## src/rtl/ballot_result_reader_if.sv

```systemverilog
// Valid/ready stream carrying one (candidate ID, vote count) entry per handshake.
// The read-out block is the master; the display/report path is the slave.
interface ballot_result_reader_if #(
   parameter int unsigned CAND_W  = 4,
   parameter int unsigned COUNT_W = 4
);
   logic               out_valid;
   logic               out_ready;
   logic [CAND_W-1:0]  out_candidate;
   logic [COUNT_W-1:0] out_count;

   modport master (
      output out_valid,
      output out_candidate,
      output out_count,
      input  out_ready
   );

   modport slave (
      input  out_valid,
      input  out_candidate,
      input  out_count,
      output out_ready
   );
endinterface

```

## src/rtl/ballot_result_reader.sv

```systemverilog
// Snapshots all ballot memory units on start, streams them out one entry per handshake,
// and tracks the highest count plus a tie flag, published when the read-out finishes.
module ballot_result_reader #(
   parameter int unsigned NUM_CAND = 4,
   parameter int unsigned CAND_W   = 4,
   parameter int unsigned COUNT_W  = 4
) (
   input  logic                        clk,
   input  logic                        rst_n,
   input  logic                        start_i,
   input  logic [NUM_CAND*CAND_W-1:0]  cand_ids_i,
   input  logic [NUM_CAND*COUNT_W-1:0] vote_counts_i,
   ballot_result_reader_if.master      out_if,
   output logic                        busy_o,
   output logic                        done_o,
   output logic [CAND_W-1:0]           winner_id_o,
   output logic [COUNT_W-1:0]          winner_count_o,
   output logic                        tie_o
);

   localparam int unsigned     IdxW    = $clog2(NUM_CAND);
   localparam logic [IdxW-1:0] LastIdx = IdxW'(NUM_CAND - 1);

   typedef enum logic [1:0] {StIdle, StSend, StFin} state_e;

   state_e             state_q;
   logic [IdxW-1:0]    idx_q;
   logic [IdxW-1:0]    idx_nxt;
   logic [CAND_W-1:0]  ids_q  [NUM_CAND];
   logic [COUNT_W-1:0] cnts_q [NUM_CAND];
   logic [CAND_W-1:0]  max_id_q;
   logic [COUNT_W-1:0] max_cnt_q;
   logic               max_tie_q;
   logic               valid_q;
   logic               done_q;
   logic [CAND_W-1:0]  cand_q;
   logic [COUNT_W-1:0] count_q;
   logic [CAND_W-1:0]  win_id_q;
   logic [COUNT_W-1:0] win_cnt_q;
   logic               tie_q;

   assign idx_nxt = idx_q + IdxW'(1);

   always_ff @(posedge clk or negedge rst_n) begin
      if (!rst_n) begin
         state_q   <= StIdle;
         idx_q     <= '0;
         for (int unsigned i = 0; i < NUM_CAND; i++) begin
            ids_q[i]  <= '0;
            cnts_q[i] <= '0;
         end
         max_id_q  <= '0;
         max_cnt_q <= '0;
         max_tie_q <= 1'b0;
         valid_q   <= 1'b0;
         done_q    <= 1'b0;
         cand_q    <= '0;
         count_q   <= '0;
         win_id_q  <= '0;
         win_cnt_q <= '0;
         tie_q     <= 1'b0;
      end else begin
         done_q <= 1'b0;
         unique case (state_q)
            StIdle: begin
               if (start_i) begin
                  for (int unsigned i = 0; i < NUM_CAND; i++) begin
                     ids_q[i]  <= cand_ids_i[i*CAND_W +: CAND_W];
                     cnts_q[i] <= vote_counts_i[i*COUNT_W +: COUNT_W];
                  end
                  idx_q     <= '0;
                  max_id_q  <= '0;
                  max_cnt_q <= '0;
                  max_tie_q <= 1'b0;
                  valid_q   <= 1'b1;
                  // Entry 0 comes straight from the bus so it is valid next cycle.
                  cand_q    <= cand_ids_i[CAND_W-1:0];
                  count_q   <= vote_counts_i[COUNT_W-1:0];
                  state_q   <= StSend;
               end
            end
            StSend: begin
               if (out_if.out_ready) begin
                  // Strict > keeps the lower-index ID on equal counts.
                  if (idx_q == '0 || count_q > max_cnt_q) begin
                     max_id_q  <= cand_q;
                     max_cnt_q <= count_q;
                     max_tie_q <= 1'b0;
                  end else if (count_q == max_cnt_q) begin
                     max_tie_q <= 1'b1;
                  end
                  if (idx_q == LastIdx) begin
                     valid_q <= 1'b0;
                     done_q  <= 1'b1;
                     state_q <= StFin;
                  end else begin
                     idx_q   <= idx_nxt;
                     cand_q  <= ids_q[idx_nxt];
                     count_q <= cnts_q[idx_nxt];
                  end
               end
            end
            StFin: begin
               win_id_q  <= max_id_q;
               win_cnt_q <= max_cnt_q;
               tie_q     <= max_tie_q;
               state_q   <= StIdle;
            end
            default: state_q <= StIdle;
         endcase
      end
   end

   assign out_if.out_valid     = valid_q;
   assign out_if.out_candidate = cand_q;
   assign out_if.out_count     = count_q;
   assign busy_o               = (state_q != StIdle);
   assign done_o               = done_q;
   assign winner_id_o          = win_id_q;
   assign winner_count_o       = win_cnt_q;
   assign tie_o                = tie_q;

endmodule
```

## src/flat_wrapper.sv

```systemverilog
// flat-port wrapper written by rule: the top's interface ports become plain ports
module ballot_result_reader_flat 
#(
   parameter int unsigned NUM_CAND = 4,
   parameter int unsigned CAND_W   = 4,
   parameter int unsigned COUNT_W  = 4
)
  (clk, rst_n, start_i, cand_ids_i, vote_counts_i, busy_o, done_o, winner_id_o, winner_count_o, tie_o, out_if_out_valid, out_if_out_candidate, out_if_out_count, out_if_out_ready);
  ballot_result_reader_if #(.CAND_W(CAND_W), .COUNT_W(COUNT_W)) out_if_i ();
  input  logic clk;
  input  logic rst_n;
  input  logic start_i;
  input  logic [NUM_CAND*CAND_W-1:0] cand_ids_i;
  input  logic [NUM_CAND*COUNT_W-1:0] vote_counts_i;
  output logic busy_o;
  output logic done_o;
  output logic [CAND_W-1:0] winner_id_o;
  output logic [COUNT_W-1:0] winner_count_o;
  output logic tie_o;
  output wire logic [$bits(out_if_i.out_valid)-1:0] out_if_out_valid;
  output wire logic [$bits(out_if_i.out_candidate)-1:0] out_if_out_candidate;
  output wire logic [$bits(out_if_i.out_count)-1:0] out_if_out_count;
  input wire logic [$bits(out_if_i.out_ready)-1:0] out_if_out_ready;
  assign out_if_out_valid = out_if_i.out_valid;
  assign out_if_out_candidate = out_if_i.out_candidate;
  assign out_if_out_count = out_if_i.out_count;
  assign out_if_i.out_ready = out_if_out_ready;
  ballot_result_reader #(.NUM_CAND(NUM_CAND), .CAND_W(CAND_W), .COUNT_W(COUNT_W)) u_core (.clk(clk), .rst_n(rst_n), .start_i(start_i), .cand_ids_i(cand_ids_i), .vote_counts_i(vote_counts_i), .out_if(out_if_i), .busy_o(busy_o), .done_o(done_o), .winner_id_o(winner_id_o), .winner_count_o(winner_count_o), .tie_o(tie_o));
endmodule
```

## config.mk

```make
export PLATFORM = sky130hd
export DESIGN_NAME = ballot_result_reader_flat
export DESIGN_NICKNAME = d
export VERILOG_FILES = /design/src/rtl/ballot_result_reader_if.sv /design/src/rtl/ballot_result_reader.sv /design/src/flat_wrapper.sv
export SDC_FILE = /design/constraint.sdc
export NUM_CORES = 1
export LEC_CHECK = 0
export ABC_AREA = 1
export ABC_CLOCK_PERIOD_IN_PS = 1900
export CORE_MARGIN = 4
export CORE_UTILIZATION = 52
export DETAILED_ROUTE_END_ITERATION = 12
export PLACE_DENSITY = 0.79
export SLEW_MARGIN = 5
export SYNTH_ARGS = -nofsm -noshare
export SYNTH_HDL_FRONTEND = slang
export SYNTH_SLANG_ARGS = --single-unit
```

## constraint.sdc

```tcl
create_clock -name clk -period 1.9 [get_ports clk]
set_input_delay 0.38 -clock clk [delete_from_list [all_inputs] [get_ports clk]]
set_output_delay 0.38 -clock clk [all_outputs]
set_load 0.02 [all_outputs]
```

==> flow_summary.json <==
{
  "seq_area_frac_synth_pct": 52.0,
  "swShare_pct": 40.1,
  "vias": 2382,
  "post-route-period-util_pct": 93.7,
  "post-cts-setup-buffer-count": 0,
  "overflow": 0,
  "hp-class": "in2async",
  "hold_viol_final": 0,
  "async_flop_share_pct": 100,
  "drc": 0,
  "antenna_found_initial": 0,
  "r2r-start": "u_core.out_if.out_count[3]",
  "clkLatencyLatePin_ns": 0.34,
  "cp_top_family": "buffers and inverters",
  "std_cell_rows": 27,
  "synth_top_family_by_area": "simple AND/OR/NAND/NOR gates",
  "required_ns": 1.52,
  "clockRootBuffer": "clkbuf_8",
  "tns_ns": 0,
  "dieArea_um2": 7220,
  "wl_um": 6350,
  "clock-sinks": 64,
  "tightestPinTransition_ns": 0.406,
  "clk_pin_slew_ns": 0.07,
  "cp-start-kind": "register",
  "power_frac_seq_pct": 34.0,
  "yosys-top-cells-count": "nand2_1 (68), dfrtp_1 (64), inv_1 (39)",
  "synth_xor_area_share_pct": 0,
  "die_w_um": 85.0,
  "drive_gt1_share_pct": 14.9,
  "grt_max_degree": 65,
  "yosys.area.top_type": "dfrtp_1",
  "fin_crit_ns": 1.78,
  "area_delta_synth_final_pct": 26.7,
  "viasPerCell": 5.10,
  "synth_area_leaders": "dfrtp_1 (52%), mux2_4 (8.3%), nand2_1 (8.3%)",
  "p_switching_w": 0.00277,
  "yosys.area_share.adder_pct": 2.44,
  "syn_area_per_cell_um2": 9.33,
  "initial_utilization_pct": 54.9,
  "synth_compound_area_share_pct": 8.94,
  "drv_cap": 0,
  "io_pins": 56,
  "drt-initial-drc-count": 70,
  "ys_seq_elements": 64,
  "grt_pass1_vias": 2470,
  "fillers": 472,
  "syn-cell-area_um2": 3080,
  "hold_buffers": 0,
  "finalSetupViolCount": 0,
  "cts-htree-levels": 3,
  "cts_made_buffers": 9,
  "cp.arrival_ns": 1.40,
  "fin_ws_ns": 0.119,
  "syn-num-nets": 372,
  "crit_start": "u_core.out_if.out_count[1]",
  "clock_path_buffers": 2,
  "fmax_mhz": 562,
  "syn_inst": 330,
  "insertedDiodeCount": 0,
  "status": "finished, final reports clean",
  "cellLeakagePower_nw": 1.99,
  "criticalPathCategory": "reg2out",
  "final_util_pct": 69.6,
  "synth_edf_count": 0,
  "maxSlewHeadroom_pct": 72.9,
  "synthesis.yosys.warnings": 0,
  "synthMuxAreaShare_pct": 10.5,
  "antenna_left": 0,
  "synth_top_area_share_pct": 52.0,
  "ys.flop_type": "dfrtp_1",
  "max_stage_delay_ns": 0.64,
  "grt_util_all_layers_pct": 19.2,
  "combPwrFrac_pct": 49.1,
  "grt_pass1_wl_um": 11000,
  "place_worst_setup_slack_ns": 0.170,
  "cp.buffers_inverters": 1,
  "clock_power_share_pct": 16.9,
  "cts_tree": "yes",
  "worstSetupEndpointType": "primary output",
  "synth.most_common_cell": "nand2_1",
  "synth-simple-area-share_pct": 18.1,
  "firstDrtPassIters": 4,
  "rsz0062_at_grt": "no",
  "design.core.area_um2": 5610,
  "slew_violations": 0,
  "io_buffers": 55,
  "p_int_w": 0.00415,
  "cp_slowest_cell": "clkdlybuf4s50_1",
  "peakVddDrop_mv": 0.857,
  "powerDensity_nw_per_um2": 1770,
  "path_max_fanout": 4,
  "dp_hpwl_um": 4430,
  "gp_congestion": 0.797,
  "wl_per_cell_um": 13.6,
  "synth.distinct_cells": 23,
  "die_h_um": 85.0,
  "clock_skew_ns": 0.00653,
  "crit_chain": "clkdlybuf4s50_1",
  "final_nets": 432
}
==> placed cells by master, fill, tap and decap left out, types with 2 or more instances in the layout <==
cell type         n
mux2_4           17
clkbuf_1          2
buf_4             5
a21oi_1          28
nor2_4            2
o21ai_0          21
mux2_2            6
dfrtp_1          64
clkdlybuf4s50_1  53
inv_1            39
o211ai_1          2
clkbuf_8         11
nor2_1           34
ha_1              6
buf_12            2
clkinv_2          2
nand2_1          67
nand2_2           7
nand3_1          18
==> sequential cells by signal (all words and copies together) (netlist names), 4 cells and up <==
signal                       cells
u_core.cnts_q                   16
u_core.ids_q                    16
u_core.max_cnt_q                 4
u_core.max_id_q                  4
u_core.out_if.out_candidate      4
u_core.out_if.out_count          4
u_core.winner_count_o            4
u_core.winner_id_o               4
==> what timing repair did <==
action | in CTS | in global routing
resized for setup | 1 | 1
setup endpoints to repair | 1 | 5
hold endpoints to repair | 0 | 0
==> path summary, 6_finish.rpt <==
check                                        end  slack [ns]  cells after the start
setup / recovery             out_if_out_count[1]        0.12                      1
hold reg to reg               u_core.max_id_q[3]        0.47                      2
hold / removal                     u_core.done_o        0.04                      2
setup reg to reg              u_core.max_id_q[0]        0.23                     10
max in group asynchronous  u_core.winner_id_o[1]        1.58                      2
min in group clk              u_core.max_id_q[3]        0.47                      2
==> stage by stage <==
stage	hold slack [ns]	instance area, µm²	instances	total power, W
after global routing	0.0632	3900	467	0.00749
after global placement	0.414	3700	451	0.00558
final	0.0409	3900	467	0.00692
after floorplan	0.0844	3080	330	0.00466
after detailed placement	0.424	3700	451	0.00572
after CTS	0.0583	3900	467	0.00695
==> routing by layer <==
metal  up-vias  global-route usage [%]  wire length (µm)
li1       1170                       -                 -
met1      1136                    23.0              2660
met5         -                       0                 0
met3         8                    4.95               364
met4         0                    8.06                54
met2        68                    32.8              3270
==> power groups by stage <==
stage | clock (W) | combinational (W) | sequential, W
2_1_floorplan | 0 | 0.00219 | 0.00247
3_3_place_gp | 0 | 0.00323 | 0.00235
3_5_place_dp | 0 | 0.00336 | 0.00236
4_1_cts | 0.00118 | 0.00341 | 0.00235
5_1_grt | 0.00124 | 0.00382 | 0.00243
6_report | 0.00117 | 0.00339 | 0.00235
==> layout make-up <==
cell class,instances,area (µm²),share of cell area (%)
Clock inverter,3,40.0,1.03
Multi-Input combinational cell,212,1230,31.6
Inverter,41,156,4.01
Clock buffer,13,159,4.07
Tap cell,72,90.1,2.31
Timing Repair Buffer,62,622,15.9
Sequential cell,64,1600,41.1
==> cell families after synthesis <==
| logic type | count (synthesis) |
|---|---|
| AND/OR/NAND/NOR | 130 |
| buffers and inverters | 54 |
| flip-flops | 64 |
| multiplexers | 23 |
| AO/OA/AOI/OAI | 53 |
| adder cells (fa/ha/maj) | 6 |
Power figures use the tool's default switching activity.
